[src/rtl/md5_job_scheduler.sv]
// Round-robin scheduler sharing one MD5 accelerator: grant, start, read routing, digest gather, watchdog abort.
// gnt one cycle after a request is seen in IDLE, acc_start one cycle later; new requests wait while busy (no preemption).
module md5_job_scheduler #(
    parameter int N_REQ   = 4,
    parameter int ID_W    = 2,
    parameter int TIMEOUT = 1024,
    parameter int TMR_W   = 11
) (
    input  logic              clk,
    input  logic              reset,
    input  logic [N_REQ-1:0]  req,
    output logic [N_REQ-1:0]  gnt,
    output logic [N_REQ-1:0]  done,
    output logic [N_REQ-1:0]  err,
    output logic              busy,
    output logic [ID_W-1:0]   owner,
    output logic [127:0]      hash_out,
    output logic              hash_valid,
    output logic              acc_start,
    output logic              acc_reset,
    input  logic [3:0]        acc_msg_addr,
    input  logic              acc_mem_read,
    input  logic [31:0]       acc_hash,
    input  logic              acc_valid,
    output logic [ID_W+3:0]   mem_addr,
    output logic              mem_read
);

    typedef enum logic [2:0] {
        S_IDLE,
        S_GRANT,
        S_START,
        S_RUN,
        S_DONE,
        S_ERR
    } state_t;

    localparam logic [TMR_W-1:0] TMR_LAST = TMR_W'(TIMEOUT - 1);
    localparam logic [N_REQ-1:0] ONE      = N_REQ'(1);

    state_t                 state;
    state_t                 state_nx;
    logic [ID_W-1:0]        ptr;
    logic [ID_W-1:0]        ptr_nx;
    logic [ID_W-1:0]        id;
    logic [ID_W-1:0]        id_nx;
    logic [ID_W-1:0]        pick;
    logic                   pick_vld;
    logic [2:0]             cnt;
    logic [2:0]             cnt_nx;
    logic [TMR_W-1:0]       timer;
    logic [TMR_W-1:0]       timer_nx;
    logic [3:0][31:0]       words;
    logic [3:0][31:0]       words_nx;

    // Search starts just after the last served id, so that id ends up with lowest priority.
    always_comb begin
        pick     = '0;
        pick_vld = 1'b0;
        for (int i = 1; i <= N_REQ; i++) begin
            if (!pick_vld && req[ptr + ID_W'(i)]) begin
                pick     = ptr + ID_W'(i);
                pick_vld = 1'b1;
            end
        end
    end

    always_comb begin
        state_nx = state;
        ptr_nx   = ptr;
        id_nx    = id;
        cnt_nx   = cnt;
        timer_nx = timer;
        words_nx = words;
        case (state)
            S_IDLE: begin
                if (pick_vld) begin
                    id_nx    = pick;
                    state_nx = S_GRANT;
                end
            end
            S_GRANT: begin
                cnt_nx   = '0;
                timer_nx = '0;
                state_nx = S_START;
            end
            S_START: begin
                state_nx = S_RUN;
            end
            S_RUN: begin
                timer_nx = timer + TMR_W'(1);
                if (acc_valid) begin
                    words_nx[cnt[1:0]] = acc_hash;
                    cnt_nx             = cnt + 3'd1;
                end
                // A fourth word landing on the last allowed cycle still completes the job.
                if (acc_valid && cnt == 3'd3) begin
                    state_nx = S_DONE;
                end else if (timer == TMR_LAST) begin
                    state_nx = S_ERR;
                end
            end
            S_DONE, S_ERR: begin
                ptr_nx   = id;
                state_nx = S_IDLE;
            end
            default: begin
                state_nx = S_IDLE;
            end
        endcase
    end

    // Outputs are registered from the next state so each pulse lines up with its state.
    always_ff @(posedge clk or negedge reset) begin
        if (!reset) begin
            state      <= S_IDLE;
            ptr        <= ID_W'(N_REQ - 1);
            id         <= '0;
            cnt        <= '0;
            timer      <= '0;
            words      <= '0;
            gnt        <= '0;
            done       <= '0;
            err        <= '0;
            busy       <= 1'b0;
            owner      <= '0;
            hash_out   <= '0;
            hash_valid <= 1'b0;
            acc_start  <= 1'b0;
            acc_reset  <= 1'b0;
        end else begin
            state      <= state_nx;
            ptr        <= ptr_nx;
            id         <= id_nx;
            cnt        <= cnt_nx;
            timer      <= timer_nx;
            words      <= words_nx;
            gnt        <= (state_nx == S_GRANT) ? (ONE << id_nx) : '0;
            done       <= (state_nx == S_DONE) ? (ONE << id) : '0;
            err        <= (state_nx == S_ERR) ? (ONE << id) : '0;
            busy       <= (state_nx != S_IDLE);
            hash_valid <= (state_nx == S_DONE);
            acc_start  <= (state_nx == S_START);
            acc_reset  <= (state_nx == S_ERR);
            if (state_nx == S_GRANT) begin
                owner <= id_nx;
            end
            if (state_nx == S_DONE) begin
                hash_out <= {words_nx[0], words_nx[1], words_nx[2], words_nx[3]};
            end
        end
    end

    assign mem_read = (state == S_RUN) && acc_mem_read;
    assign mem_addr = (state == S_RUN) ? {id, acc_msg_addr} : {owner, 4'h0};

endmodule

[config.mk]
export PLATFORM = sky130hd
export DESIGN_NAME = md5_job_scheduler
export DESIGN_NICKNAME = d
export VERILOG_FILES = /design/src/rtl/md5_job_scheduler.sv
export SDC_FILE = /design/constraint.sdc
export NUM_CORES = 1
export LEC_CHECK = 0
export ABC_AREA = 1
export CORE_MARGIN = 1.5
export CORE_UTILIZATION = 45
export CTS_CLUSTER_DIAMETER = 100
export DETAILED_ROUTE_END_ITERATION = 8
export PLACE_DENSITY = 0.69
export SLEW_MARGIN = 25
export SYNTH_ARGS = -nofsm -noshare
export SYNTH_HDL_FRONTEND = slang
export SYNTH_SLANG_ARGS = --single-unit
[constraint.sdc]
create_clock -name clk -period 2.4 [get_ports clk]
set_input_delay 0.24 -clock clk [delete_from_list [all_inputs] [get_ports clk]]
set_output_delay 0.24 -clock clk [all_outputs]
set_load 0.02 [all_outputs]
==> results of run 1 <==
==> registers in the layout, summed over array words and instances (netlist names), 3 cells and up <==
register	count
words	128
hash_out	128
cnt	3
done	4
err	4
state	3
gnt	4
timer	11
==> layout make-up <==
cell class | count | share of cell area, %
flip-flops and latches | 295 | 49.0
multi-input cells | 804 | 24.7
repair buffers | 225 | 15.7
clock buffers | 48 | 5.97
well taps | 330 | 2.74
inverters | 61 | 1.52
clock inverters | 7 | 0.432
==> Yosys cell counts (all sizes together) <==
cell	n	area (µm²)
nand3	14	85.1
or2	2	12.5
inv	59	221
a22oi	1	7.51
xor2	3	26.3
dfstp	2	52.6
o21ai	140	712
nor3	3	15.0
nor4	1	6.26
a31oi	1	6.26
nand3b	1	7.51
o211ai	1	7.51
o21a	1	7.51
a21oi	7	38.8
ha	6	75.1
a32o	1	10.0
clkbuf	62	233
dfrtp	293	7330
nand4	130	813
clkinv	2	7.51
o22ai	5	31.3
nor2	29	111
buf	21	153
nand2	458	1720
==> kinds of logic after synthesis <==
group,share of synthesized area (%)
AND/OR/NAND/NOR,23.7
buffers and inverters,5.25
XOR/XNOR,0.225
flip-flops,63.2
adder cells (fa/ha/maj),0.642
AO/OA/AOI/OAI,7.02
==> metal layers <==
layer | track usage [%] | wire length [µm]
met5 | 0 | 0
met4 | 5.99 | 652
met3 | 3.91 | 1750
met2 | 37.9 | 14400
met1 | 30.5 | 13000
==> worst max-delay path by stage <==
stage,startpoint,endpoint,depth (start not counted)
finish,ptr[0]$_DFFE_PN1P_,hash_out[48]$_DFFE_PN0N_,10
global route,ptr[0]$_DFFE_PN1P_,hash_out[89]$_DFFE_PN0N_,10
CTS,state[2]$_DFF_PN0_,mem_addr[1],4
detailed placement,req[1],hash_out[53]$_DFFE_PN0N_,10
global placement,req[3],hash_out[57]$_DFFE_PN0N_,10
floorplan,ptr[0]$_DFFE_PN1P_,hash_out[119]$_DFFE_PN0N_,12
==> what timing repair did <==
| item | 4_1_cts | 5_1_grt |
|---|---|---|
| endpoints found under the hold margin | 60 | 0 |
| endpoints found under the setup margin | 2 | 4 |
| hold buffers | 1 | 0 |
| resized for setup | 2 | 1 |
==> per-stage QoR <==
stage / util, % / hold slack [ns] / area [µm²]
after CTS: 59.5 / 0.258 / 15100
after global routing: 59.5 / 0.282 / 15100
final: 59.5 / 0.248 / 15100
after detailed placement: 55.7 / 0.243 / 14100
after floorplan: - / -0.0556 / 11700
after global placement: 55.7 / 0.241 / 14100
==> power by group through the flow <==
| stage | sequential (mW) | clock [mW] | combinational [mW] |
|---|---|---|---|
| global route | 7.56 | 4.86 | 6.61 |
| floorplan | 7.97 | 0 | 2.78 |
| detailed placement | 7.45 | 0 | 5.97 |
| CTS | 7.39 | 4.62 | 5.98 |
| global placement | 7.41 | 0 | 5.83 |
| finish | 7.39 | 4.55 | 5.95 |
==> run_results.csv, run 1 <==
group,metric,value,unit
critical_path,path_cells,"inv_2, nand2_1, nand3_1, nand2_1, nand3_2, o21ai_4, nand3_4, buf_4, nand2_1, nand2_1",
grt,overflow,0,
grt,grt_max_degree,77,
synthesis,syn_inst,1243,
drt,drc,0,
critical_path,reg2reg_depth,10,
power,clkPwrFrac,25.4,%
final_layout,areaGrowthSynthToFinish,28.9,%
clocking,cts_tree,"done",
synthesis,yosysWarnings,0,
critical_path,cp_common_cell,"nand2_1",
floorplanning,coreArea,25300,µm²
drt,dr.pass1.iters,5,
power,p_comb_share,33.3,%
sta,rsz0062_at_grt,"no",
power,ir_drop,0.715,mV
sta,max_freq,0.447,GHz
floorplanning,start_util,46.2,%
critical_path,worst_ep_arrival_time,2.67,ns
clocking,cts_setup_buffers,0,
power,swShare,35.7,%
final_layout,nets,1467,
final_layout,drive_above_1_share,6.25,%
critical_path,crit_required,2.84,ns
grt,grt_pass1_vias,9349,
clocking,htree_levels,1,
critical_path,slowest_stage,"dfstp_2",
critical_path,r2r_start,"ptr[0]$_DFFE_PN1P_",
clocking,numCtsBuffers,30,
placed_design,place_congestion,0.850,
critical_path,max_stage_delay,0.63,ns
floorplanning,die-area,27000,µm²
synthesis,synth_fp_nets,1293,
synthesis,syn-mean-instance-area,9.41,µm²
placed_design,portBuffers,196,
critical_path,regToRegSetupSlack,0.16,ns
clocking,clkLatencyLatePin,0.55,ns
placed_design,dpl.hpwl,19000,µm
final_layout,n_fill_cell,2151,
floorplanning,dieWidth,164,µm
final_layout,final_cell_mix,"nand2_1, dfrtp_1, clkdlybuf4s50_1",
clocking,cts-root-buf,"clkbuf_16",
power,power_density,1190,nW/µm²
sta,fin_crit,2.24,ns
synthesis,synth_seq_cells,295,
critical_path,worstSetupEndpointType,"flop",
sta,slew_headroom,52.3,%
clocking,cts_sinks,295,
status,status,"finished, final reports clean",
drt,routed_wl,29900,µm
floorplanning,num_rows,58,
power,switching_power,6.39,mW
sta,setup_tns,0,ns
run,max_cap_violations,0,
critical_path,r2r_end,"hash_out[48]$_DFFE_PN0N_",
drt,post_drt_via_cell_ratio,5.27,
critical_path,start_kind,"flop",
final_layout,final_common_cell,"nand2_1",
drt,avgRoutedWirePerCell,16.9,µm
final_layout,multi_input_area,3720,µm²
placed_design,pre_cts_ws,0.170,ns
power,p_seq_share,41.3,%
sta,finalHoldViolCount,0,
final_layout,diodes,0,
clocking,clockBufferDepth,3,
drt,vias,9326,
drt,ant_nets,0,
sta,setup_viol,0,
sta,skew,0.0128,ns
synthesis,netlist_area,11700,µm²
critical_path,crit_type,"flop to flop",
sta,worst_pin_slew,0.716,ns
placed_design,place_inst,1714,
power,intPower,11.5,mW
floorplanning,die_y,164,µm
power,total_power,17.9,mW
power,p_leak,7.46,nW
grt,grt_pass1_wl,48800,µm
drt,drtIter0Drc,752,
worst_hold_path,hold_class,"primary input to asynchronous set/reset pin",
synthesis,synth.distinct_cells,32,
synthesis,synth_seq_area_share,63.2,%
floorplanning,pin_count,197,
final_layout,seqCellArea,7380,µm²
sta,period_share,93.3,%
grt,track_usage,22.6,%
clocking,clk_pin_slew_worst_paths,0.06,ns
final_layout,finalNonFillerCells,1770,
sta,drv_slew,0,
critical_path,crit_family,"simple AND/OR/NAND/NOR gates",
grt,antenna_found_initial,0,
sta,fin_ws,0.161,ns
critical_path,crit_fanout,66,
critical_path,cp_num_buf_inv,2,
Power figures use the tool's default switching activity.
==> run 2: changes to the inputs <==
Settings changed: CORE_MARGIN 1.5 to 3.
==> run 2 against run 1 <==
Effect of this change: core utilization is essentially flat; maximum frequency shrank 1.3%; combinational power is essentially flat; sequential power is essentially flat; count of clock-buffer cells in the layout shrank 3; sequential cell count is the same; critical path type unchanged; largest cell class unchanged; first-iteration DRC count shrank 4.3%.
==> run_results.csv, run 2 (synthesis results as in run 1) <==
group,metric,value,unit
status,status,"finished, final reports clean",
placed_design,place_congestion,0.846,
sta,drv_slew,0,
clocking,cts-root-buf,"clkbuf_16",
clocking,clk_pin_slew_worst_paths,0.06,ns
clocking,htree_levels,1,
critical_path,worst_ep_arrival_time,2.74,ns
drt,drtIter0Drc,720,
critical_path,crit_required,2.87,ns
critical_path,start_kind,"flop",
power,swShare,35.5,%
final_layout,areaGrowthSynthToFinish,28.9,%
grt,antenna_found_initial,0,
clocking,numCtsBuffers,30,
power,clkPwrFrac,25.5,%
critical_path,cp_common_cell,"nand2_1",
sta,worst_pin_slew,0.519,ns
sta,setup_tns,0,ns
floorplanning,coreArea,25300,µm²
run,max_cap_violations,0,
worst_hold_path,hold_class,"primary input to asynchronous set/reset pin",
sta,setup_viol,0,
power,p_seq_share,41.1,%
critical_path,crit_family,"simple AND/OR/NAND/NOR gates",
power,p_comb_share,33.4,%
drt,dr.pass1.iters,5,
placed_design,portBuffers,196,
drt,ant_nets,0,
drt,vias,9270,
critical_path,cp-startpoint,"ptr[0]$_DFFE_PN1P_",
final_layout,diodes,0,
floorplanning,start_util,46.2,%
power,switching_power,6.37,mW
drt,drc,0,
grt,track_usage,21.3,%
clocking,clockBufferDepth,3,
final_layout,drive_above_1_share,6.67,%
power,power_density,1190,nW/µm²
sta,fin_ws,0.133,ns
placed_design,pre_cts_ws,0.193,ns
sta,fin_crit,2.27,ns
final_layout,n_fill_cell,2157,
floorplanning,die_y,167,µm
drt,post_drt_via_cell_ratio,5.24,
clocking,clkLatencyLatePin,0.54,ns
sta,finalHoldViolCount,0,
grt,grt_pass1_vias,9304,
critical_path,path_cells,"inv_2, nand2_1, nand3_1, nand2_2, nand3_2, o21ai_4, buf_4, buf_16, nand4_1, nand2_1",
power,intPower,11.6,mW
clocking,cts_tree,"done",
grt,grt_max_degree,100,
sta,slew_headroom,65.4,%
final_layout,reg_top3,"hash_out x128, words x128, timer x11",
power,ir_drop,0.690,mV
critical_path,crit_type,"flop to flop",
sta,skew,0.00793,ns
placed_design,dpl.hpwl,19100,µm
grt,overflow,0,
final_layout,final_common_cell,"nand2_1",
final_layout,nets,1466,
power,p_leak,7.48,nW
final_layout,final_cell_mix,"nand2_1, dfrtp_1, clkdlybuf4s50_1",
sta,whs,0.193,ns
drt,routed_wl,29800,µm
floorplanning,dieWidth,167,µm
sta,max_freq,0.441,GHz
grt,grt_pass1_wl,49600,µm
drt,avgRoutedWirePerCell,16.8,µm
floorplanning,pin_count,197,
critical_path,crit_fanout,65,
clocking,cts_sinks,295,
floorplanning,num_rows,58,
critical_path,slowest_stage,"dfstp_2",
critical_path,worstSetupEndpointType,"flop",
critical_path,cp_num_buf_inv,3,
floorplanning,die-area,28000,µm²
final_layout,fin_util,59.5,%
critical_path,max_stage_delay,0.62,ns
sta,period_share,94.5,%
critical_path,r2r_start,"ptr[0]$_DFFE_PN1P_",
## run 2: changes by cell type in the layout (fill, tap and decap cells not counted), sizes merged
cell      delta
clkinv       +6
clkbuf       -3
clkinvlp     -2
buf          -1
## run 2: worst register-to-register path, stage by stage, from the launching register on
cell	delay (ns)
dfstp_2	0.62
inv_2	0.10
nand2_1	0.10
nand3_1	0.11
nand2_2	0.12
nand3_2	0.12
o21ai_4	0.28
buf_4	0.19
buf_16	0.24
nand4_1	0.22
nand2_1	0.10
## run 2: through the flow
stage	area [µm²]	std cells	total power, mW
after floorplan	11700	1243	10.7
after global placement	14000	1712	13.2
after detailed placement	14000	1712	13.4
after CTS	15000	1769	18.1
after global routing	15100	1770	19.0
final	15100	1770	17.9
## run 2: power by group through the flow
stage               clock network [mW]  logic, mW  registers, mW
global placement                     0       5.85           7.39
floorplan                            0       2.78           7.97
finish                            4.57       5.98           7.37
CTS                               4.67       6.02           7.37
global route                      4.86       6.65           7.54
detailed placement                   0       6.00           7.43
## run 2: what timing repair did
item	CTS	global route
gates resized for setup	2	4
endpoints found under the hold margin	48	0
buffers inserted	0	1
pin swaps	0	2
gates cloned	0	0
setup endpoints to repair	2	43
hold buffers	1	0
## run 2: worst paths after layout
check	slack, ns	to	cells past startpoint
worst max register to register	0.13	hash_out[70]$_DFFE_PN0N_	10
worst max-delay path	0.13	hash_out[70]$_DFFE_PN0N_	10
min in group clk	0.39	words[39]$_DFF_PN0_	3
worst min register to register	0.47	hash_out[30]$_DFFE_PN0N_	2
worst min-delay path	0.19	words[71]$_DFF_PN0_	2
max in group asynchronous	1.34	hash_out[126]$_DFFE_PN0N_	3
## run 2: per-layer routing
metal	up-vias	wire length (µm)	track usage, %
met5	-	0	0
met4	0	607	4.62
met3	45	1780	4.20
met2	277	14400	35.2
met1	4497	12900	29.7
li1	4451	-	-
## run 2: layout make-up
cell class                 instances  area [µm²]  share of cell area [%]
clock buffer                      45         908                    6.03
clock inverter                    11        80.1                   0.531
inverter                          61         229                    1.52
multi-input combinational        804        3730                    24.7
sequential                       295        7380                    49.0
tap                              330         413                    2.74
timing repair buffer             224        2330                    15.4
